==> config.mk <==
export PLATFORM = sky130hd
export DESIGN_NAME = player_motion
export DESIGN_NICKNAME = d
export VERILOG_FILES = /design/src/rtl/player_motion.sv
export SDC_FILE = /design/constraint.sdc
export NUM_CORES = 1
export LEC_CHECK = 0
export CAP_MARGIN = 20
export CORE_ASPECT_RATIO = 1.25
export CORE_MARGIN = 2
export CORE_UTILIZATION = 30
export DETAILED_ROUTE_END_ITERATION = 10
export SLEW_MARGIN = 5
export SYNTH_ARGS = -nofsm -noshare
export SYNTH_HDL_FRONTEND = slang
export SYNTH_SLANG_ARGS = --single-unit
==> constraint.sdc <==
create_clock -name clk -period 3.4 [get_ports clk]
set_clock_uncertainty 0.15 [all_clocks]
set_input_delay 0.68 -clock clk [delete_from_list [all_inputs] [get_ports clk]]
set_output_delay 0.68 -clock clk [all_outputs]
set_load 0.005 [all_outputs]
==> src/rtl/player_motion.sv <==
// -----------------------------------------------------------------------------
// player_motion
// Per-player kinematics stage, one instance per player. Turns the raw move and
// jump controls into the sprite top-left position and the smash flag used by
// the ball-physics block. A point-scored pulse (round_rst) from that block puts
// the player back at the serve position and freezes input for a while.
// All motion advances only on frame_tick.
//
// Vertical position is kept as 16-bit signed with 6 fractional bits (y_q).
// Vertical velocity is 11-bit signed in 1/64 px per frame.
//
// Optional build macro: PLAYER_AIR_LOCK_EN
//   defined   - horizontal direction is latched at take-off and replayed on
//               every airborne tick; live move keys are ignored in the air.
//   undefined - move keys act live in every state except FROZEN.
//
// Ports:
//   clk           in   system clock
//   rst_n         in   asynchronous active-low reset
//   frame_tick    in   one-clk frame strobe
//   op_move_left  in   level, move left
//   op_move_right in   level, move right
//   op_jump       in   level, jump / smash key
//   round_rst     in   one-clk point-scored pulse, any cycle
//   pos_x         out  [9:0] sprite left x, pixels
//   pos_y         out  [9:0] sprite top y, pixels
//   is_smash      out  smash window active
//   airborne      out  high while in the air (AIR or SMASH)
// -----------------------------------------------------------------------------
module player_motion #(
    parameter int X_MIN         = 0,
    parameter int X_MAX         = 90,
    parameter int HOME_X        = 36,
    parameter int FLOOR_Y       = 176,
    parameter int MOVE_SPEED    = 3,
    parameter int JUMP_VEL      = -512,
    parameter int GRAVITY       = 24,
    parameter int SMASH_LEN     = 8,
    parameter int FREEZE_FRAMES = 30
) (
    input  logic       clk,
    input  logic       rst_n,
    input  logic       frame_tick,
    input  logic       op_move_left,
    input  logic       op_move_right,
    input  logic       op_jump,
    input  logic       round_rst,
    output logic [9:0] pos_x,
    output logic [9:0] pos_y,
    output logic       is_smash,
    output logic       airborne
);

    typedef enum logic [1:0] {
        ST_GROUND = 2'd0,
        ST_AIR    = 2'd1,
        ST_SMASH  = 2'd2,
        ST_FROZEN = 2'd3
    } state_t;

    localparam logic signed [11:0] X_MIN_S  = 12'(X_MIN);
    localparam logic signed [11:0] X_MAX_S  = 12'(X_MAX);
    localparam logic signed [11:0] SPEED_S  = 12'(MOVE_SPEED);
    localparam logic        [9:0]  X_MIN_U  = 10'(X_MIN);
    localparam logic        [9:0]  X_MAX_U  = 10'(X_MAX);
    localparam logic        [9:0]  HOME_U   = 10'(HOME_X);
    localparam logic signed [15:0] FLOOR_Q  = 16'(FLOOR_Y * 64);
    localparam logic signed [10:0] JUMP_V   = 11'(JUMP_VEL);
    localparam logic signed [10:0] GRAV_V   = 11'(GRAVITY);
    localparam logic        [7:0]  SMASH_C  = 8'(SMASH_LEN);
    localparam logic        [7:0]  FREEZE_C = 8'(FREEZE_FRAMES);

    state_t             state_r, state_s;
    logic        [9:0]  x_r, x_s;
    logic signed [15:0] y_q_r, y_q_s;
    logic signed [10:0] vel_r, vel_s;
    logic        [7:0]  smash_cnt_r, smash_cnt_s;
    logic        [7:0]  frz_cnt_r, frz_cnt_s;
    logic               jump_prev_r, jump_prev_s;
    logic               is_smash_r, airborne_r;

    logic signed [1:0]  live_dir_s, dir_use_s;
    logic signed [11:0] x_ext_s, x_step_s;
    logic        [9:0]  x_sat_s;
    logic signed [10:0] vel_air_s;
    logic signed [15:0] y_air_s, y_jump_s;
    logic               jump_edge_s;
`ifdef PLAYER_AIR_LOCK_EN
    logic signed [1:0]  dir_r, dir_s;
`endif

    // Candidate horizontal/vertical updates shared by all moving states
    always_comb begin
        live_dir_s = 2'sb00;
        if (op_move_left && !op_move_right) begin
            live_dir_s = 2'sb11;
        end else if (op_move_right && !op_move_left) begin
            live_dir_s = 2'sb01;
        end else begin
            live_dir_s = 2'sb00;
        end

`ifdef PLAYER_AIR_LOCK_EN
        if ((state_r == ST_AIR) || (state_r == ST_SMASH)) begin
            dir_use_s = dir_r;
        end else begin
            dir_use_s = live_dir_s;
        end
`else
        dir_use_s = live_dir_s;
`endif

        // 12-bit signed so a step below X_MIN is seen as negative, not wrapped
        x_ext_s = signed'({2'b00, x_r});
        case (dir_use_s)
            2'sb01:  x_step_s = x_ext_s + SPEED_S;
            2'sb11:  x_step_s = x_ext_s - SPEED_S;
            default: x_step_s = x_ext_s;
        endcase

        if (x_step_s < X_MIN_S) begin
            x_sat_s = X_MIN_U;
        end else if (x_step_s > X_MAX_S) begin
            x_sat_s = X_MAX_U;
        end else begin
            x_sat_s = x_step_s[9:0];
        end

        vel_air_s   = vel_r + GRAV_V;
        y_air_s     = y_q_r + 16'(vel_air_s);
        y_jump_s    = y_q_r + 16'(JUMP_V);
        jump_edge_s = op_jump && !jump_prev_r;
    end

    // Next-state logic: round_rst overrides everything, including a same-cycle tick
    always_comb begin
        state_s     = state_r;
        x_s         = x_r;
        y_q_s       = y_q_r;
        vel_s       = vel_r;
        smash_cnt_s = smash_cnt_r;
        frz_cnt_s   = frz_cnt_r;
        jump_prev_s = jump_prev_r;
`ifdef PLAYER_AIR_LOCK_EN
        dir_s       = dir_r;
`endif
        if (round_rst) begin
            state_s     = ST_FROZEN;
            x_s         = HOME_U;
            y_q_s       = FLOOR_Q;
            vel_s       = 11'sd0;
            smash_cnt_s = 8'd0;
            frz_cnt_s   = FREEZE_C;
`ifdef PLAYER_AIR_LOCK_EN
            dir_s       = 2'sb00;
`endif
        end else if (frame_tick) begin
            case (state_r)
                ST_GROUND: begin
                    x_s         = x_sat_s;
                    jump_prev_s = op_jump;
                    if (op_jump) begin
                        // take-off tick applies JUMP_VEL without gravity
                        state_s = ST_AIR;
                        vel_s   = JUMP_V;
                        y_q_s   = y_jump_s;
`ifdef PLAYER_AIR_LOCK_EN
                        dir_s   = live_dir_s;
`endif
                    end else begin
                        state_s = ST_GROUND;
                    end
                end
                ST_AIR, ST_SMASH: begin
                    x_s         = x_sat_s;
                    jump_prev_s = op_jump;
                    if (y_air_s >= FLOOR_Q) begin
                        // landing wins over any smash still running
                        state_s     = ST_GROUND;
                        y_q_s       = FLOOR_Q;
                        vel_s       = 11'sd0;
                        smash_cnt_s = 8'd0;
`ifdef PLAYER_AIR_LOCK_EN
                        dir_s       = 2'sb00;
`endif
                    end else begin
                        if (y_air_s < 16'sd0) begin
                            y_q_s = 16'sd0;
                            vel_s = 11'sd0;
                        end else begin
                            y_q_s = y_air_s;
                            vel_s = vel_air_s;
                        end
                        if (state_r == ST_AIR) begin
                            if (jump_edge_s) begin
                                state_s     = ST_SMASH;
                                smash_cnt_s = SMASH_C;
                            end else begin
                                state_s = ST_AIR;
                            end
                        end else if (smash_cnt_r <= 8'd1) begin
                            state_s     = ST_AIR;
                            smash_cnt_s = 8'd0;
                        end else begin
                            smash_cnt_s = smash_cnt_r - 8'd1;
                        end
                    end
                end
                ST_FROZEN: begin
                    if (frz_cnt_r <= 8'd1) begin
                        // key already held at release must not count as a fresh edge
                        state_s     = ST_GROUND;
                        frz_cnt_s   = 8'd0;
                        jump_prev_s = op_jump;
                    end else begin
                        frz_cnt_s = frz_cnt_r - 8'd1;
                    end
                end
                default: begin
                    state_s = ST_GROUND;
                end
            endcase
        end else begin
            state_s = state_r;
        end
    end

    // State and output registers
    always_ff @(posedge clk or negedge rst_n) begin
        if (!rst_n) begin
            state_r     <= ST_GROUND;
            x_r         <= HOME_U;
            y_q_r       <= FLOOR_Q;
            vel_r       <= 11'sd0;
            smash_cnt_r <= 8'd0;
            frz_cnt_r   <= 8'd0;
            jump_prev_r <= 1'b0;
            is_smash_r  <= 1'b0;
            airborne_r  <= 1'b0;
`ifdef PLAYER_AIR_LOCK_EN
            dir_r       <= 2'sb00;
`endif
        end else begin
            state_r     <= state_s;
            x_r         <= x_s;
            y_q_r       <= y_q_s;
            vel_r       <= vel_s;
            smash_cnt_r <= smash_cnt_s;
            frz_cnt_r   <= frz_cnt_s;
            jump_prev_r <= jump_prev_s;
            is_smash_r  <= (state_s == ST_SMASH);
            airborne_r  <= (state_s == ST_AIR) || (state_s == ST_SMASH);
`ifdef PLAYER_AIR_LOCK_EN
            dir_r       <= dir_s;
`endif
        end
    end

    assign pos_x    = x_r;
    assign pos_y    = y_q_r[15:6];
    assign is_smash = is_smash_r;
    assign airborne = airborne_r;

endmodule

# Yosys cells after proc, flatten, opt, wreduce, memory -nomap -nowiden
# Index checks and enable logic that the tools add are counted.
dict set report op_classes {
  addsub 7
  n_lt_le_gt_ge 6
  eq_ne 10
  muxes 42
  bitwise 1
  reduce_logical 20
}
# cell n
set op_table {}
lappend op_table {{$mux W8} 11}
lappend op_table {{$mux W16} 5}
lappend op_table {{$mux W11} 5}
lappend op_table {{$mux W10} 5}
lappend op_table {{$pmux W16 S2} 1}
lappend op_table {{$pmux W12 S2} 1}
lappend op_table {{$pmux W11 S2} 1}
lappend op_table {{$add A16 B10 Y16 const B} 1}
lappend op_table {{$add A16 B11 Y16} 1}
lappend op_table {{$ge A16 B15 Y1 const B} 1}
lappend op_table {{$le A8 B1 Y1 const B} 2}
lappend op_table {{$lt A16 B1 Y1 const B} 1}
lappend op_table {{$mux W2} 8}
lappend op_table {{$sub A8 B1 Y8 const B} 2}
lappend op_table {{$gt A12 B8 Y1 const B} 1}
lappend op_table {{$lt A12 B1 Y1 const B} 1}
lappend op_table {{$add A10 B2 Y11 const B} 1}
lappend op_table {{$add A11 B6 Y11 const B} 1}
lappend op_table {{$sub A10 B2 Y11 const B} 1}
lappend op_table {{$reduce_and A3 Y1} 3}
lappend op_table {{$eq A2 B2 Y1 const B} 4}
lappend op_table {{$reduce_bool A2 Y1} 4}
lappend op_table {{$eq A2 B1 Y1 const B} 3}
lappend op_table {{$pmux W2 S3} 1}
lappend op_table {{14 further kinds} 21}
dict set report word_totals {
  reg_bits 58
  inputBits 7
  output_inout_bits 22
  word_cells 95
}

# Logic depth before layout (Yosys ltp)
# Gate-level depths: netlist of the first run.
dict set report logic_depth {
  depth_word 12
  depth_mapped 17
  mapped_depth_nobuf 16
}

# Worst setup path after synthesis of the first run
# OpenSTA, ideal clock, no wires.
dict set report synth_path {
  path_kind {flip-flop to flip-flop}
  start {register vel_r[5]}
  end {register smash_cnt_r[2]}
  setup_ns 0.126
  arrival_ns 3.370
  required_time_ns 3.124
  path_slack_ns -0.246
  stages_incl_launch_ff 14
  path_buffers 1
  period_less_slack_ns 3.646
  cell_sequence {dfrtp_1 -> o2111ai_1 -> nor2_1 -> xor2_1 -> ha_1 -> buf_6 -> a21o_1 -> a2111o_1 -> o32ai_4 -> xor2_2 -> a21oi_2 -> a21oi_1 -> o21ba_2 -> a221o_1}
}
dict set report synth_via {
  elab_chain_len 7
  word_cells_on_any_way 9
  cone_classes {2 x add/sub; 1 x order compare; 1 x eq/ne; 4 x mux; 1 x reduce/logical}
}
# item line
set synth_rtl {}
lappend synth_rtl {{from (decl)} 76} ;# logic signed [10:0] vel_r, vel_s;
lappend synth_rtl {{from (signal assigned)} 247} ;# vel_r <= vel_s;
lappend synth_rtl {{$add A11 B6 Y11 (*)} 129} ;# vel_air_s = vel_r + GRAV_V;
lappend synth_rtl {{$add A16 B11 Y16 (*)} 130} ;# y_air_s = y_q_r + 16'(vel_air_s);
lappend synth_rtl {{$ge A16 B15 Y1 (*)} 177} ;# if (y_air_s >= FLOOR_Q) begin
lappend synth_rtl {{$mux W8} 177}
lappend synth_rtl {{$mux W8} 158} ;# case (state_r)
lappend synth_rtl {{$mux W8} 157} ;# end else if (frame_tick) begin
lappend synth_rtl {{$mux W8} 147} ;# if (round_rst) begin
lappend synth_rtl {{to (signal assigned)} 248} ;# smash_cnt_r <= smash_cnt_s;
lappend synth_rtl {{to (decl)} 77} ;# logic [7:0] smash_cnt_r, smash_cnt_s;
# Every way passes the cells marked *; elsewhere a longest branch is shown, timed or not. The select of a mux whose other input is x is not followed.
# A chain may end at the register's enable or synchronous reset.

# Worst setup path in the final report of the first run
dict set report layout_path {
  start {register vel_r[4]}
  end {register airborne_r, in the netlist airborne}
}
dict set report layout_via {
  elab_chain_len 9
  word_cells_on_any_way 10
  cone_classes {2 x add/sub; 1 x order compare; 2 x eq/ne; 4 x mux; 1 x reduce/logical}
}
# item line
set layout_rtl {}
lappend layout_rtl {{$add A11 B6 Y11 (*)} 129}
lappend layout_rtl {{$add A16 B11 Y16 (*)} 130}
lappend layout_rtl {{$ge A16 B15 Y1 (*)} 177}
lappend layout_rtl {{$mux W2 (*)} 177}
lappend layout_rtl {{$pmux W2 S3 (*)} 158}
lappend layout_rtl {{$mux W2 (*)} 157}
lappend layout_rtl {{$mux W2 (*)} 147}
lappend layout_rtl {{$eq A2 B1 Y1 / $eq A2 B2 Y1 (equally long branches)} 252} ;# airborne_r <= (state_s == ST_AIR) || (state_s == ST_SMASH);
lappend layout_rtl {{$logic_or A1 B1 Y1 (*)} 252}
lappend layout_rtl {{to (signal assigned)} 252}
lappend layout_rtl {{to (decl)} 80} ;# logic is_smash_r, airborne_r;
# Every way passes the cells marked *; elsewhere a longest branch is shown, timed or not.

==> results of run 1 <==
Yosys cell counts, types with 3 or more instances:
library cell | instances | area, sq um
o22ai_1 | 4 | 25.0
mux2i_1 | 3 | 30.0
dfstp_2 | 5 | 131
o211ai_1 | 4 | 30.0
xor2_1 | 4 | 35.0
nand2b_1 | 6 | 37.5
dfrtp_1 | 47 | 1180
nand3b_1 | 9 | 67.6
a221o_1 | 10 | 100
o31ai_1 | 6 | 45.0
and2_1 | 11 | 68.8
a211o_1 | 3 | 26.3
nor4_1 | 4 | 25.0
nand3_1 | 11 | 55.1
a21oi_1 | 30 | 150
buf_4 | 4 | 30.0
inv_1 | 26 | 97.6
a31oi_1 | 4 | 25.0
or4_1 | 4 | 30.0
o21ai_0 | 30 | 150
and3_1 | 8 | 50.1
mux2_2 | 3 | 33.8
xnor2_1 | 9 | 78.8
ha_1 | 27 | 338
nor3_1 | 13 | 65.1
clkbuf_1 | 16 | 60.1
nand2_1 | 38 | 143
a211oi_1 | 10 | 75.1
a22o_1 | 13 | 114
o21a_1 | 3 | 22.5
nor2_1 | 41 | 154
a21o_1 | 10 | 75.1
nor2b_1 | 5 | 31.3
a22oi_1 | 4 | 30.0
or3_1 | 11 | 68.8
metal layers:
layer	wire, um	vias up	global-route usage, %
met5	0	-	0
met4	284	0	4.85
met3	391	25	2.45
met2	6080	86	28.6
met1	5090	2021	20.1
li1	-	2020	-
what timing repair did:
action / CTS / global route
endpoints found under the setup margin: 30 / 31
cloned: 0 / 1
pin swaps: 17 / 22
gates resized for setup: 28 / 35
buffers inserted: 11 / 10
layout make-up:
class | instances | area, sq um
well taps | 175 | 219
clock inverters | 3 | 26.3
flip-flops and latches | 52 | 1310
fillers | 1375 | 7890
multi-input cells | 381 | 2970
inverters | 27 | 101
repair buffers | 126 | 1050
clock buffers | 5 | 125
kinds of logic after synthesis:
family          after synthesis
buf+inv                      52
simple gates                172
xor+xnor                     15
fa+ha+maj                    27
flops                        52
mux                           6
compound gates              161
worst max path at each step:
stage | startpoint | endpoint | slack, ps | depth (start not counted)
finish | vel_r[4] | airborne | -200 | 16
global route | vel_r[3] | smash_cnt_r[2] | -330 | 16
CTS | vel_r[4] | y_q_r[4] | -190 | 16
detailed placement | vel_r[4] | airborne | -270 | 16
global placement | vel_r[4] | airborne | -220 | 15
floorplan | vel_r[4] | airborne | -30 | 14
worst max-delay path, stage by stage, from the launching register on:
cell and delay, ps:
dfrtp_1 430, inv_2 70, ha_4 170, nor2_4 120
buf_6 120, nand3_4 90, xnor2_4 160, ha_4 230
and4_1 180, a32o_2 250, or4b_4 560, nand3_4 100
o211ai_1 150, nand2_1 190, a41oi_2 180, ha_4 310
inv_2 20
stage by stage:
stage,cells,instance area (sq um),util (%)
global route,769,5800,42.4
detailed placement,740,5180,37.8
floorplan,485,4240,-
global placement,740,5180,37.8
CTS,758,5570,40.7
finish,769,5800,42.4
power breakdown:
group	leakage [nW]	switching, mW	internal (mW)
sequential	0.672	0.108	0.706
clock	0.0748	0.254	0.280
combinational	1.72	1.18	1.31
sequential cells by signal, indices dropped and copies added (netlist names):
register,flops
smash_cnt_r,8
vel_r,8
airborne,1
pos_x,10
is_smash,1
jump_prev_r,1
state_r,2
y_q_r,13
frz_cnt_r,8
==> results.txt, run 1 <==
For the pin with the worst max-slew slack, the measured transition is 745 ps. The total vias in the final route came out at 4152. The post-placement setup slack came out at -269 ps. The share of the synthesized area in compound gates (AO/OA/AOI/OAI) is 28.4%. The first global-routing pass estimated 19400 um of wire.

The most used flip-flop cell after synthesis is dfrtp_1. In this run the worst hold path is classified as primary input to async pin. After detailed routing, the number of remaining DRC violations is 0. The gate count after technology mapping is 485. In this run the static leakage power is 2.46 nW. No sink is reached through more buffers than the 2 on the longest clock path. In this run the mean area of a mapped cell was 8.59 sq um. The dominant combinational cell family by area after synthesis is compound AO/OA/AOI/OAI gates. The worst-case register-to-register setup slack is -200 ps. The total CTS buffers came out at 5. The power density over the cells is 662 nW/um^2. In this run the core area contains 48 standard-cell rows. The startpoint kind of the worst setup timing path is a flop. The type of the worst setup path is flop to flop. For the worst-skew pair, the clock arrives at the later sink with an insertion delay of 300 ps. The share of flip-flops with an asynchronous set or reset after synthesis is 100%. In this run the critical register-to-register path is launched from vel_r[4]. The worst hold slack after final layout is 208 ps. The simple-gate area share of the yosys netlist came out at 21.4%. The worst-case vdd ir drop came out at 608 uV. The remaining number of nets flagged by the antenna check after routing is 0. The share of the synthesized netlist area taken by xor and xnor gates came out at 3.66%. In the layout the commonest cells are buf_4, dfrtp_1, nor2_1. The count of distinct cell types in the synthesized netlist came out at 74.

Buffers placed on the I/O ports in this run total 28. The clock transition at the registers of the reported paths is 80 ps. The clock sink count came out at 52. The peak fanout along the critical path came out at 4. In this run the critical register-to-register path is captured at airborne.

The HPWL reported at the end of detailed placement is 8620 um. After the first detailed-routing iteration, the DRC count stood at 211. TritonCTS built the clock tree. The part of the Yosys area used for sequential elements came out at 31.4%. After layout, the minimum clock period comes to 3600 ps.

Yosys printed 0 warnings. The initial core utilization came out at 30.4%. The top achievable clock speed is 278 MHz. Across all setup checks in the final design, the least slack found is -200 ps.

The total negative slack is -3540 ps. The synthesized net count is 519. The average detailed-routed wire length per instance is 15.4 um. The number of pins exceeding their max-slew limit in the final report is 0. The all-layer global routing usage is 16.2%. The congestion estimate from routability-driven global placement came to 0.870. After the last flow step, the layout net total stands at 627. The synthesized netlist occupies a cell area of 4170 sq um. The worst slew slack as a fraction of its limit is 49.8%. STA classifies the critical path endpoint as a flop. The H-tree level count is 2. The flow ran to the end, but the final reports show violations. CTS placed an instance of clkbuf_16 at the clock tree root.

The die covers 14800 sq um. Measured in cells, the most critical reg-to-reg path has a length of 16. The initial antenna violation count is 0. The max-capacitance violation count is 0. The wire length reported by the detailed router is 11900 um. The required time of the worst setup path is 3450 ps.

Dividing the detail-routed via count by the number of cells gives 5.40. The flip-flop and latch count after synthesis came out at 52. The number of global-route vias before repair is 4014. From left edge to right edge, the die measures 109 um. The overall die height is 136 um. The area growth from synthesis to layout is 39.3%.

In this run the count of I/O pins placed on the die edge is 29. The antenna diode count came out at 0. The hold buffer count at CTS came out at 0.

Total power for the finished layout comes to 3.84 mW. The number of enable flip-flop cells after synthesis is 0. The count of endpoints failing hold in the final timing report is 0. The fraction of layout cells with a size suffix above 1 is 28.6%. Of the post-synthesis cell area, the part taken by muxes is 1.53%. The pre-antenna-repair detailed-routing pass consisted of 4 iterations. For the worst setup path, the data arrival time is 3650 ps. The fraction of the mapped netlist area in adder cells came out at 8.11%. The leading cell type in the layout, fill and taps excluded is buf_4. Setup repair after global routing could not meet its margin everywhere. The area of the core came out at 13700 sq um. The final reports fail on setup timing. Setup violations remaining at the end of the flow were counted as 28. The global route total overflow is 0. Entering global routing, the biggest net connects 34 pins. The final critical-path share of the clock period came out at 106%.
No activity file was read; power rests on OpenSTA's default activity.
==> run 2, diff against run 1 <==
Settings changed: GPL_ROUTABILITY_DRIVEN from default to 0, HOLD_SLACK_MARGIN from default to 0.06, SLEW_MARGIN 5 to default.
==> results.txt, run 2 (synthesis gave the netlist of run 1 again) <==
The run finished, with violations left. The final reports fail on setup timing. The max-capacitance violation count is 0. The peak fanout along the critical path came out at 7. The instance area after placement came out at 5150 sq um. The number of placed I/O pins is 29. The HPWL reported at the end of detailed placement is 8460 um. After filler insertion, the fill cell instance count of the layout stands at 1355. The utilization of the core after routing is 42.7%. The sequential share of power came out at 20.5%. The flip-flop count of the largest register, all copies and words added is 13. The total vias in the final route came out at 4164. Walking the worst path, the cells encountered are inv_2, ha_4, nor2_4, buf_6, nand3_4, xnor2_4, ha_4, buf_6, nand2_2, and2_4, a211o_1, and3_4, o211ai_1, buf_4, a21oi_2, o21ba_4, a221o_1. The path class of the tightest hold or removal check is primary input to async pin. Clock-pin slew was measured on the worst setup and hold paths at 70 ps.

The wire length reported by the detailed router is 11800 um. STA puts the critical path data required time at 3430 ps. The die covers 14800 sq um. The first-pass detailed-route iteration total is 5.

The master cell of the clock root buffer is clkbuf_16. Setup violations remaining at the end of the flow were counted as 24. The library cell used most frequently in the layout, excluding fill and tap cells, is buf_4. The overall die height came out at 136 um. The count of endpoints failing hold in the final timing report was 0. The via-per-instance ratio is 5.43.

The pin count of the biggest net entering global routing is 31. The antenna diode count came out at 0. The all-layer global routing usage came out at 16.4%.

The largest stage delay on the critical path is 440 ps. The power density over the cells came out at 686 nW/um^2. Of the available clock period, the critical path in the final layout requires 105%.

The horizontal extent of the die is 109 um. The setup slack of the critical path after layout came out at -186 ps. The net total in the final layout came out at 625.

Setup repair after global routing could not meet its margin everywhere. In this run the power spent charging and discharging nets is 1.58 mW. Combinational logic burns 64.6% of the power. The portion of total power attributed to the clock network came out at 14.8%. Buffers inserted to repair hold after CTS numbered 0. The area of the core is 13700 sq um. The clock passes through at most 2 buffers. The slew at the pin with the worst max-slew slack is 805 ps. Net switching is 39.3% of the power. The slowest cell on the critical path is dfrtp_1. After layout, the design draws a total of 4.01 mW. VDD sags by at most 673 uV.

After detailed routing, the number of remaining DRC violations is 0. The initial antenna violation count was 0. The initial DRC count is 226. The count of nets left with antenna violations once routing finished came out at 0. The worst slew slack as a fraction of its limit came out at 45.8%.

TritonCTS built the clock tree. Across all hold checks on the routed design, the worst slack comes to 225 ps. The total CTS buffers is 5. In the layout the commonest cells are buf_4, dfrtp_1, nor2_1. The static leakage power is 2.47 nW. Counting flops per register, the top entry is y_q_r. The clock sink count came out at 52.

The post-route standard cell area excluding fillers came out at 5840 sq um. The filler-free cell count of the finished design came out at 767. The clock latency of the later-clocked register in the worst-skew pair is 300 ps. During placement, the flow inserted port buffers numbering 28. The worst endpoint data arrival time came out at 3610 ps. The total number of placement rows came out at 48.

The post-placement setup slack is -278 ps. The internal power of the cells totals 2.43 mW. The worst setup path is of the flop to flop kind. STA classifies the critical path startpoint as a flop.

The initial core utilization is 30.4%. The top achievable clock speed is 279 MHz. The instance count after placement with tap cells included came out at 737. The H-tree level count came out at 2. The first global-routing pass estimated 19800 um of wire. The shortest clock period the worst path allows after layout is 3590 ps.

The fraction of layout cells with a size suffix above 1 is 30.1%. The total negative slack came out at -2050 ps. The number of global-route vias before repair is 4223. STA classifies the critical path endpoint as a flop. The area growth from synthesis to layout came out at 40.2%. Global routing finished with a remaining overflow of 0. The number of pins exceeding their max-slew limit in the final report came out at 0. The average detailed-routed wire length per instance came out at 15.4 um.
## run 2: cell count changes in the layout (fill, tap and decap cells not counted), moves of 2 or more
cell     change
a21oi_1      -4
a21oi_2      +4
buf_4        -6
buf_6        +4
inv_1        +3
inv_2        -3
nand2_1      -2
nand2_2      +2
o21ai_0      -2
o21ai_2      +3
## run 2: cell type report
type                       instances  area, sq um  area share (%)
clock inverter                     3         46.3           0.793
inverter                          27          101            1.74
multi-input combinational        381         2990            51.2
tap                              175          219            3.75
clock buffer                       5          125            2.14
sequential                        52         1310            22.4
timing repair buffer             124         1050            18.0
## run 2: power by group through the flow
stage / Combinational, mW / Sequential (mW) / Clock, mW
after floorplan: 1.15 / 0.784 / 0
after global placement: 1.85 / 0.817 / 0
after detailed placement: 1.89 / 0.815 / 0
after CTS: 2.43 / 0.817 / 0.611
after global routing: 2.82 / 0.834 / 0.635
final: 2.59 / 0.822 / 0.595
## run 2: path summary, 6_finish.rpt
kind	startpoint	slack (ps)	cells past startpoint	to
hold / removal	rst_n	220	1	y_q_r[12]
min in group clk	jump_prev_r	360	2	jump_prev_r
setup / recovery	vel_r[3]	-190	17	smash_cnt_r[5]
hold reg to reg	jump_prev_r	360	2	jump_prev_r
max in group asynchronous	rst_n	2150	2	pos_x[2]
setup reg to reg	vel_r[3]	-190	17	smash_cnt_r[5]
## run 2: routing by layer
layer | global-route usage, % | part of all wire, %
met4 | 4.71 | 2.1
met3 | 2.69 | 4.6
met1 | 19.8 | 42
met2 | 29.5 | 52
met5 | 0 | 0
## run 2: worst max-delay path: cells and delay by family (launching register included)
kind / cells / cell delay, ps
AND/OR/NAND/NOR: 5 / 550
XOR/XNOR: 1 / 140
adder cells (fa/ha/maj): 2 / 460
buffers and inverters: 4 / 470
AO/OA/AOI/OAI: 5 / 1250
flip-flops: 1 / 440
## run 2: repair_timing
action	CTS	global route
pin swaps	37	18
setup endpoints to repair	29	31
resized for setup	63	13
buffers inserted	18	6
==> run 3, diff against run 2 <==
Settings changed: ABC_AREA from default to 1.
==> results.txt, run 3 <==
The run finished with clean final reports. The net total in the final layout is 760. The slowest stage of the critical path is the dfrtp_1 cell. The startpoint kind of the worst setup timing path is a flop. After synthesis, the netlist uses 47 different library cells. The flip-flop count of the largest register, all copies and words added is 13. The analysis attributes to cell leakage a power of 2.58 nW.

The top achievable clock speed came out at 306 MHz. The total buffers and inverters traversed by the critical path is 2. 29 I/O pins were placed. The hold buffer count at CTS came out at 0. The cell that appears most often on the critical path is nand2_2. After layout, the design draws a total of 3.78 mW. The gate count after technology mapping came out at 684.

The fraction of layout cells with a size suffix above 1 is 15.5%. The leading cell type in the layout, fill and taps excluded is nand2_1. Walking the worst path, the cells encountered are inv_2, ha_2, nand3b_1, nand3b_1, xor2_2, ha_4, a21o_1, nor2_2, nand2_2, nand2_2, nand2_1, nand2_1, nand2_2, nand2_2, nand3_1, nand2_1, a21oi_2, ha_1, inv_1. nand2_1 is the most common cell in the netlist.

The remaining number of nets flagged by the antenna check after routing came out at 0. During synthesis, Yosys emitted a total of 0 warnings. The average cell area after synthesis came out at 6.66 sq um. The H-tree level count came out at 2. The part of the Yosys area used for sequential elements came out at 28.7%. Once detailed placement completed, the half-perimeter wirelength came to 9230 um. In the final layout, the multi-input gates occupy 2950 sq um. The power density over the cells came out at 698 nW/um^2. The count of endpoints failing hold in the final timing report is 0. The largest stage delay on the critical path came out at 380 ps. For this run, the leading register cell type out of synthesis is dfrtp_1. The number of global-route vias before repair is 4274. The flip-flop and latch count after synthesis came out at 52.

The synthesized net count is 718. STA classifies the critical path endpoint as a flop. TritonCTS built the clock tree. The total number of placement rows came out at 50. In the routed design, unresolved DRC markers number 0. The post-route standard cell area excluding fillers is 5420 sq um.

The initial antenna violation count is 0. Clock latency on the worst-skew pair, taken at its later pin, is 300 ps. The share of flip-flops with an asynchronous set or reset after synthesis is 100%. The number of filler cells placed in the layout came out at 1603. The top cell types in the final layout, fill and taps aside, are nand2_1, inv_1, nor2_1.

Of the available clock period, the critical path in the final layout requires 96.2%. The pin count of the biggest net entering global routing is 31. The area growth from synthesis to layout came out at 18.9%. The maximum clock path buffer count came out at 2. For this block, the initial DRC count from the detailed router was 191. The via-per-instance ratio came out at 4.85. The initial core utilization came out at 30.6%. At the pin with the least slew margin, the transition time is 735 ps. The worst-case vdd ir drop came out at 316 uV.

The max-capacitance violation count came out at 0. The first-pass detailed-route iteration total came out at 5. The number of pins exceeding their max-slew limit in the final report came out at 0.

The netlist area before placement came out at 4560 sq um. The global route total overflow is 0. The first global-routing pass estimated 19800 um of wire. The instance area after placement is 5100 sq um.

Setup slack on the critical path of the routed design comes to 129 ps. The total vias in the final route came out at 4407. The commonest cells after synthesis are nand2_1, inv_1, nor2_1. The die is 114 um wide. The area of the core came out at 14900 sq um. During placement, the flow inserted port buffers numbering 28. At the worst endpoint, the arrival time is 3310 ps. The path class of the tightest hold or removal check is primary input to async pin. The full die area came out at 16200 sq um. The top-area cell type share of the netlist area is 25.8%. The worst setup path is of the flop to flop kind.

The worst slew slack as a fraction of its limit came out at 51.0%. Summed over all failing endpoints, the final setup total negative slack is 0 ps. The shortest clock period the worst path allows after layout is 3270 ps. The biggest area contributor in the post-synthesis netlist is dfrtp_1. The number of endpoints failing setup at the final stage is 0. STA puts the critical path data required time at 3440 ps. The antenna diode count came out at 0. The peak fanout along the critical path came out at 4.

In this run the clock root is driven by a clkbuf_16. The critical path's top delay family is simple AND/OR/NAND/NOR gates. The wire length reported by the detailed router came out at 11800 um. The post-placement setup slack came out at 18.5 ps.

Global routing consumed, over all layers together, 15.0% of the routing resources. The total CTS buffers is 5. The storage element area is 1310 sq um. The clock transition at the registers of the reported paths is 70 ps. The register name with the most flops is y_q_r.

The floorplan step set the die height to 142 um. In the final routed layout, each cell accounts on average for 12.9 um. CTS saw 52 sinks.

The number of enable flip-flop cells after synthesis is 0. By area the synthesized netlist is led by dfrtp_1, nand2_1, ha_1, inv_1, nand3_1.
-- run 3: cell count changes in the layout (fill, tap and decap cells not counted), moves of 10 or more --
cell | before | now
nand2_2 | 3 | 21
nand3_1 | 9 | 57
inv_1 | 24 | 85
nor2_1 | 39 | 66
o21ai_0 | 21 | 36
a22o_1 | 13 | 0
nand4_1 | 1 | 12
or3_1 | 11 | 0
nand2_1 | 35 | 185
a221o_1 | 10 | 0
buf_4 | 81 | 23
o21ai_2 | 5 | 17
buf_6 | 15 | 0
-- run 3: per-stage QoR --
stage / instances / util (%) / hold slack [ps]
floorplan: 684 / - / 234
global placement: 898 / 34.3 / 316
detailed placement: 898 / 34.3 / 321
CTS: 906 / 35.4 / 321
global route: 909 / 36.4 / 349
finish: 909 / 36.4 / 290
-- run 3: final timing paths --
check | startpoint | slack (ps) | to | depth (start not counted)
setup / recovery | vel_r[3] | 130 | airborne | 19
hold / removal | rst_n | 290 | y_q_r[14] | 1
setup reg to reg | vel_r[3] | 130 | airborne | 19
hold reg to reg | y_q_r[3] | 340 | y_q_r[3] | 2
max in group asynchronous | rst_n | 2090 | y_q_r[13] | 2
min in group clk | y_q_r[3] | 340 | y_q_r[3] | 2
-- run 3: power by group --
group / internal (mW) / switching (mW) / leakage, nW
combinational: 0.950 / 1.40 / 1.83
clock: 0.291 / 0.234 / 0.0766
sequential: 0.754 / 0.156 / 0.670
-- run 3: layout make-up --
class                      instances  area share (%)
multi-input combinational        527            54.5
sequential                        52            24.1
timing repair buffer              51            8.27
inverter                          89            6.17
tap                              182            4.20
clock buffer                       6            2.56
clock inverter                     2           0.185
-- run 3: metal layers --
| layer | routed length, um | global-route usage (%) | part of all wire [%] |
|---|---|---|---|
| met4 | 289 | 4.69 | 2.5 |
| met5 | 0 | 0 | 0 |
| met2 | 6090 | 28.2 | 52 |
| met1 | 5060 | 17.6 | 43 |
| met3 | 322 | 1.58 | 2.7 |
-- run 3: cell families (layout without fill, tap and decap cells) --
group | after synthesis | after routing | synth area share [%]
compound gates | 105 | 105 | 13.6
xor+xnor | 19 | 19 | 3.82
fa+ha+maj | 27 | 27 | 7.42
buf+inv | 105 | 148 | 9.61
flops | 52 | 52 | 28.7
simple gates | 376 | 376 | 36.8
-- run 3: timing repair --
| action | 4_1_cts | 5_1_grt |
|---|---|---|
| gates resized for setup | 3 | 33 |
| buffers inserted | 0 | 3 |
| setup endpoints to repair | 2 | 28 |
| pin swaps | 0 | 11 |
| gates cloned | 0 | 0 |
==> variant 1, RTL diff (settings of run 2) <==
The parameter `FLOOR_Y` goes from 176 to 88.
--- a/src/rtl/player_motion.sv
+++ b/src/rtl/player_motion.sv
@@ -31,7 +31,7 @@
     parameter int X_MIN         = 0,
     parameter int X_MAX         = 90,
     parameter int HOME_X        = 36,
-    parameter int FLOOR_Y       = 176,
+    parameter int FLOOR_Y       = 88,
     parameter int MOVE_SPEED    = 3,
     parameter int JUMP_VEL      = -512,
     parameter int GRAVITY       = 24,
Formal check against the unedited RTL: not equivalent (a bounded check fails within 4 cycles, from zero or initial values and one cycle with rst_n low).
==> variant 1 against run 2 <==
  * The run still ends with setup timing left
  * Routed wire length is 2.8% higher
  * Design area fell by 1.1%
  * Final cell count grew 0.13%
  * First-iteration DRC count up 12%
  * Worst setup slack got worse by 0.082 ns
  * Sequential cell count did not move
  * Core utilization down 0.65 points
  * Highest routed layer unchanged
  * Area after synthesis is 1.1% higher
  * Global-route usage is 0.25 points higher
  * Count of clock-buffer cells in the layout unchanged
  * Total power decreased by 15%
==> variant 1: results (changes against run 2) <==
syn_nets: 532  # +2.5%
cp_top_family: "compound AO/OA/AOI/OAI gates"
setup-tns-final_ns: -5.05  # -3.00 ns
arrival_ns: 3.75  # +0.14 ns
largest_register: "y_q_r"
crit_path_start: "vel_r[3]"
final_layout_size_suffix_gt1_frac: 0.288  # -0.0123
synthXorXnorAreaFrac: 0.0428  # +0.00613
status: "finished with violations"
finalSetupViolCount: 29  # +21%
grt_start_max_net_pins: 53  # +71%
dr.first_iter.drc_count: 252  # +12%
place_ws_ns: -0.303  # -0.0249 ns
antenna_found_initial: 0  # unchanged
antenna_cells: 0  # unchanged
ys_types: 77  # +4.1%
synthMuxAreaShare: 0.0152  # -0.000168
synthTopCellsByArea: "dfrtp_1, ha_1, a21oi_1"
clockBufferDepth: 2  # unchanged
fillers: 1323  # -2.4%
yosys_warnings: 0  # unchanged
clockRootBuffer: "clkbuf_16"
grt_pass1_wl_mm: 20.1  # +1.3%
regToRegStartpoint: "vel_r[3]"
seq_area_frac_synth: 0.310  # -0.00345
hp-class: "primary input to asynchronous set/reset pin"
vdd_drop_max_uv: 472  # -30%
fin_ws_ns: -0.268  # -0.0817 ns
numCtsBuffers: 5  # unchanged
crit_path_max_fanout: 6  # -1
wl_per_cell_um: 15.8  # +2.6%
dp_cells: 744  # +0.95%
place_hpwl_mm: 8.76  # +3.6%
cp_slowest_cell: "dfrtp_1"
yosys-top-cells-count: "dfrtp_1, a21oi_1, nand2_1"
nets: 627  # +0.32%
violations: "setup timing"
async_flop_share: 1.00  # unchanged
vias_per_cell: 5.45  # +0.45%
slowest_delay_ns: 0.40  # -0.04 ns
place_area_um2: 5160  # about the same
tightest_slew_ns: 0.677  # -0.128 ns
grtUsageTotal: 0.166  # +0.00251
portBuffers: 28  # unchanged
dr.pass1.iters: 4  # -1
clkSlewWorstSetupHoldPaths_ns: 0.07  # about the same
synth_adder_area_share: 0.0832  # +0.00208
synth_compound_area_frac: 0.272  # -0.0123
syn_inst: 497  # +2.5%
largest_reg_flops: 13  # unchanged
clk_latency_ns: 0.30  # about the same
routed_wl_mm: 12.1  # +2.8%
leakagePower_nw: 2.46  # -0.21%
htreeDepth: 2  # unchanged
grt_pass1_vias: 4197  # -0.62%
variant 1: path summary, 6_finish.rpt:
kind                                    end  slack (ns)  cells past startpoint
worst max-delay path              y_q_r[11]       -0.27                     15
worst min register to register  jump_prev_r        0.33                      2
worst min-delay path               y_q_r[7]        0.33                      2
max in group asynchronous          pos_x[3]        2.30                      2
worst max register to register    y_q_r[11]       -0.27                     15
min in group clk                jump_prev_r        0.33                      2
variant 1: per-layer routing:
metal	part of all wire	track usage
met1	0.43	0.200
met2	0.53	0.298
met3	0.021	0.0177
met4	0.024	0.0668
met5	0	0
variant 1: cell type report:
| cell class | count | area (um^2) | area share |
|---|---|---|---|
| Clock buffer | 5 | 125 | 0.0217 |
| Clock inverter | 3 | 26.3 | 0.00455 |
| Inverter | 28 | 110 | 0.0191 |
| Multi-Input combinational cell | 392 | 3040 | 0.526 |
| Sequential cell | 52 | 1310 | 0.226 |
| Tap cell | 175 | 219 | 0.0379 |
| Timing Repair Buffer | 113 | 952 | 0.165 |
variant 1: power breakdown:
group	switching [W]	leakage (nW)	total, W	internal (W)
Sequential	0.0000958	0.673	0.000799	0.000703
Clock	0.000249	0.0748	0.000529	0.000280
Combinational	0.00108	1.72	0.00208	0.000998
variant 1: worst register-to-register path, stage by stage, from the launching register on:
cell and delay (ns):
dfrtp_1 0.40, buf_6 0.13, inv_4 0.03, ha_4 0.16, nor2_4 0.11, xor2_2 0.21, ha_1 0.29, or3_4 0.39
o21a_1 0.13, a32o_1 0.24, a211o_1 0.35, o211ai_4 0.33, nand3_4 0.14, nand3b_4 0.26, buf_12 0.19, o21ai_2 0.10
variant 1: repair_timing:
action                                  CTS  global route
hold buffers                              0             0
pin swaps                                21            20
gates resized for setup                  38            35
endpoints found under the hold margin     0             0
buffers inserted                          6            10
endpoints found under the setup margin   30            33
==> variant 2, RTL diff (settings of run 2) <==
Made on the original files. Add an input register stage for `frame_tick`, `op_move_left`, `op_move_right` and `op_jump`, without a reset; this delays them by one clock.
--- a/src/rtl/player_motion.sv
+++ b/src/rtl/player_motion.sv
@@ -70,6 +70,18 @@
     localparam logic        [7:0]  SMASH_C  = 8'(SMASH_LEN);
     localparam logic        [7:0]  FREEZE_C = 8'(FREEZE_FRAMES);
 
+    logic frame_tick_q;
+    logic op_move_left_q;
+    logic op_move_right_q;
+    logic op_jump_q;
+
+    always_ff @(posedge clk) begin
+        frame_tick_q    <= frame_tick;
+        op_move_left_q  <= op_move_left;
+        op_move_right_q <= op_move_right;
+        op_jump_q       <= op_jump;
+    end
+
     state_t             state_r, state_s;
     logic        [9:0]  x_r, x_s;
     logic signed [15:0] y_q_r, y_q_s;
@@ -92,9 +104,9 @@
     // Candidate horizontal/vertical updates shared by all moving states
     always_comb begin
         live_dir_s = 2'sb00;
-        if (op_move_left && !op_move_right) begin
+        if (op_move_left_q && !op_move_right_q) begin
             live_dir_s = 2'sb11;
-        end else if (op_move_right && !op_move_left) begin
+        end else if (op_move_right_q && !op_move_left_q) begin
             live_dir_s = 2'sb01;
         end else begin
             live_dir_s = 2'sb00;
@@ -129,7 +141,7 @@
         vel_air_s   = vel_r + GRAV_V;
         y_air_s     = y_q_r + 16'(vel_air_s);
         y_jump_s    = y_q_r + 16'(JUMP_V);
-        jump_edge_s = op_jump && !jump_prev_r;
+        jump_edge_s = op_jump_q && !jump_prev_r;
     end
 
     // Next-state logic: round_rst overrides everything, including a same-cycle tick
@@ -154,12 +166,12 @@
 `ifdef PLAYER_AIR_LOCK_EN
             dir_s       = 2'sb00;
 `endif
-        end else if (frame_tick) begin
+        end else if (frame_tick_q) begin
             case (state_r)
                 ST_GROUND: begin
                     x_s         = x_sat_s;
-                    jump_prev_s = op_jump;
-                    if (op_jump) begin
+                    jump_prev_s = op_jump_q;
+                    if (op_jump_q) begin
                         // take-off tick applies JUMP_VEL without gravity
                         state_s = ST_AIR;
                         vel_s   = JUMP_V;
@@ -173,7 +185,7 @@
                 end
                 ST_AIR, ST_SMASH: begin
                     x_s         = x_sat_s;
-                    jump_prev_s = op_jump;
+                    jump_prev_s = op_jump_q;
                     if (y_air_s >= FLOOR_Q) begin
                         // landing wins over any smash still running
                         state_s     = ST_GROUND;
@@ -211,7 +223,7 @@
                         // key already held at release must not count as a fresh edge
                         state_s     = ST_GROUND;
                         frz_cnt_s   = 8'd0;
-                        jump_prev_s = op_jump;
+                        jump_prev_s = op_jump_q;
                     end else begin
                         frz_cnt_s = frz_cnt_r - 8'd1;
                     end
Check against the original RTL: not equivalent (Yosys sat finds a counterexample within 4 cycles, from zero or initial values and one cycle with rst_n low).
==> variant 2 against run 2 <==
  * Final cell count is 7.6% lower
  * Area after synthesis decreased by 3.3%
  * Routed wire length down 10%
  * Total power up 14%
  * The run still ends with setup timing left
  * Highest routed layer unchanged
  * Design area down 7.1%
  * Sequential cell count increased by 4
  * Worst setup slack improved by 0.062 ns
  * Global-route usage fell by 1.6 points
==> variant 2: results (changes against run 2) <==
grt_pass1_wl_mm: 17.6  # -11%
leakagePower_nw: 2.23  # -9.5%
met1_length_mm: 4.69  # -5.0%
p_comb_w: 0.00308  # +19%
grt_start_max_net_pins: 45  # +45%
dr.first_iter.drc_count: 227  # +0.44%
status: "finished with violations"
synth_top_cell_by_area: "dfrtp_1"
p_per_area_nw_per_um2: 842  # +23%
htreeDepth: 2  # unchanged
synth_area_um2: 4030  # -3.3%
syn_nets: 497  # -4.2%
seq_area_frac_synth: 0.345  # +0.0307
cp_slowest_cell: "dfrtp_2"
vdd_drop_max_uv: 557  # -17%
dp_cells: 687  # -6.8%
reg2reg_to: "airborne"
pwr-share-clk: 0.112  # -0.036
violations: "setup timing"
vias_per_cell: 5.29  # -2.6%
tightest_slew_ns: 0.609  # -0.196 ns
avgSynthCellArea_um2: 8.70  # +1.3%
p_sw_frac: 0.430  # +0.0371
synthTopCellsByArea: "dfrtp_1, ha_1, o21ai_0"
yosys-top-cells-count: "dfrtp_1, nor2_1, nand2_1"
whs_ns: 0.0741  # -0.151 ns
place_ws_ns: -0.231  # +0.0469 ns
ctsHoldBuffers: 0  # unchanged
slowest_delay_ns: 0.46  # +0.02 ns
post_cts_buffers: 8  # -10
arrival_ns: 3.57  # -0.04 ns
dr.pass1.iters: 4  # -1
final_cells: 709  # -7.6%
use_met1: 0.180  # -0.0181
met3_usage: 0.0201  # -0.00688
fin_ws_ns: -0.124  # +0.0617 ns
fillers: 1301  # -4.0%
grtUsageTotal: 0.148  # -0.0156
ys_types: 71  # -4.1%
numCtsBuffers: 5  # unchanged
met3_length_um: 293  # -46%
r2r_setup_slack_ns: -0.12  # +0.06 ns
crit_path_max_fanout: 6  # -1
clockRootBuffer: "clkbuf_16"
gr-usage-met2: 0.271  # -0.0238
nets: 571  # -8.6%
grt_pass1_vias: 3744  # -11%
final_layout_size_suffix_gt1_frac: 0.277  # -0.0237
wl_met2_mm: 5.47  # -10%
finalSetupViolCount: 5  # -79%
async_flop_share: 0.929  # -0.0714
routed_wl_mm: 10.6  # -10%
place_hpwl_mm: 7.47  # -12%
cts_resized: 21  # -67%
-- variant 2: kinds of logic (layout without fill, tap and decap cells) --
| group | count (synthesis) | count (layout) | synth area share |
|---|---|---|---|
| and+or+nand+nor | 159 | 159 | 0.191 |
| AOI/OAI and AO/OA | 146 | 146 | 0.257 |
| DFF | 56 | 56 | 0.345 |
| buffers and inverters | 45 | 120 | 0.0491 |
| adders and majority gates | 27 | 27 | 0.0839 |
| xor gates and xnor gates | 22 | 22 | 0.0516 |
| muxes | 8 | 8 | 0.0227 |
-- variant 2: layout make-up --
class	count	area, um^2	area share
inverters	25	93.8	0.0173
flip-flops and latches	56	1390	0.256
repair buffers	87	753	0.139
well taps	171	214	0.0394
clock buffers	6	129	0.0238
clock inverters	2	12.5	0.00231
multi-input cells	362	2830	0.522
-- variant 2: worst max-delay path by stage --
stage	depth (start not counted)	slack (ns)	endpoint	start
after detailed placement	17	-0.23	airborne	vel_r[3]
after global routing	18	-0.28	airborne	vel_r[3]
final	17	-0.12	airborne	vel_r[3]
after CTS	17	-0.20	airborne	vel_r[3]
after global placement	17	-0.16	airborne	vel_r[3]
after floorplan	15	-0.05	airborne	vel_r[5]
-- variant 2: worst max-delay path: cells and delay by family, from the launching register on --
kind / cells / cell delay, ns
and+or+nand+nor: 3 / 0.40
buffers and inverters: 4 / 0.47
adders and majority gates: 2 / 0.51
DFF: 1 / 0.46
xor gates and xnor gates: 2 / 0.29
AOI/OAI and AO/OA: 6 / 1.13
-- variant 2: metrics by stage --
step / instance area [um^2] / TNS [ns]
after global routing: 5420 / -2.88
after global placement: 4850 / -0.645
after CTS: 5170 / -0.847
final: 5420 / -0.166
after floorplan: 4130 / -0.0527
after detailed placement: 4850 / -1.77
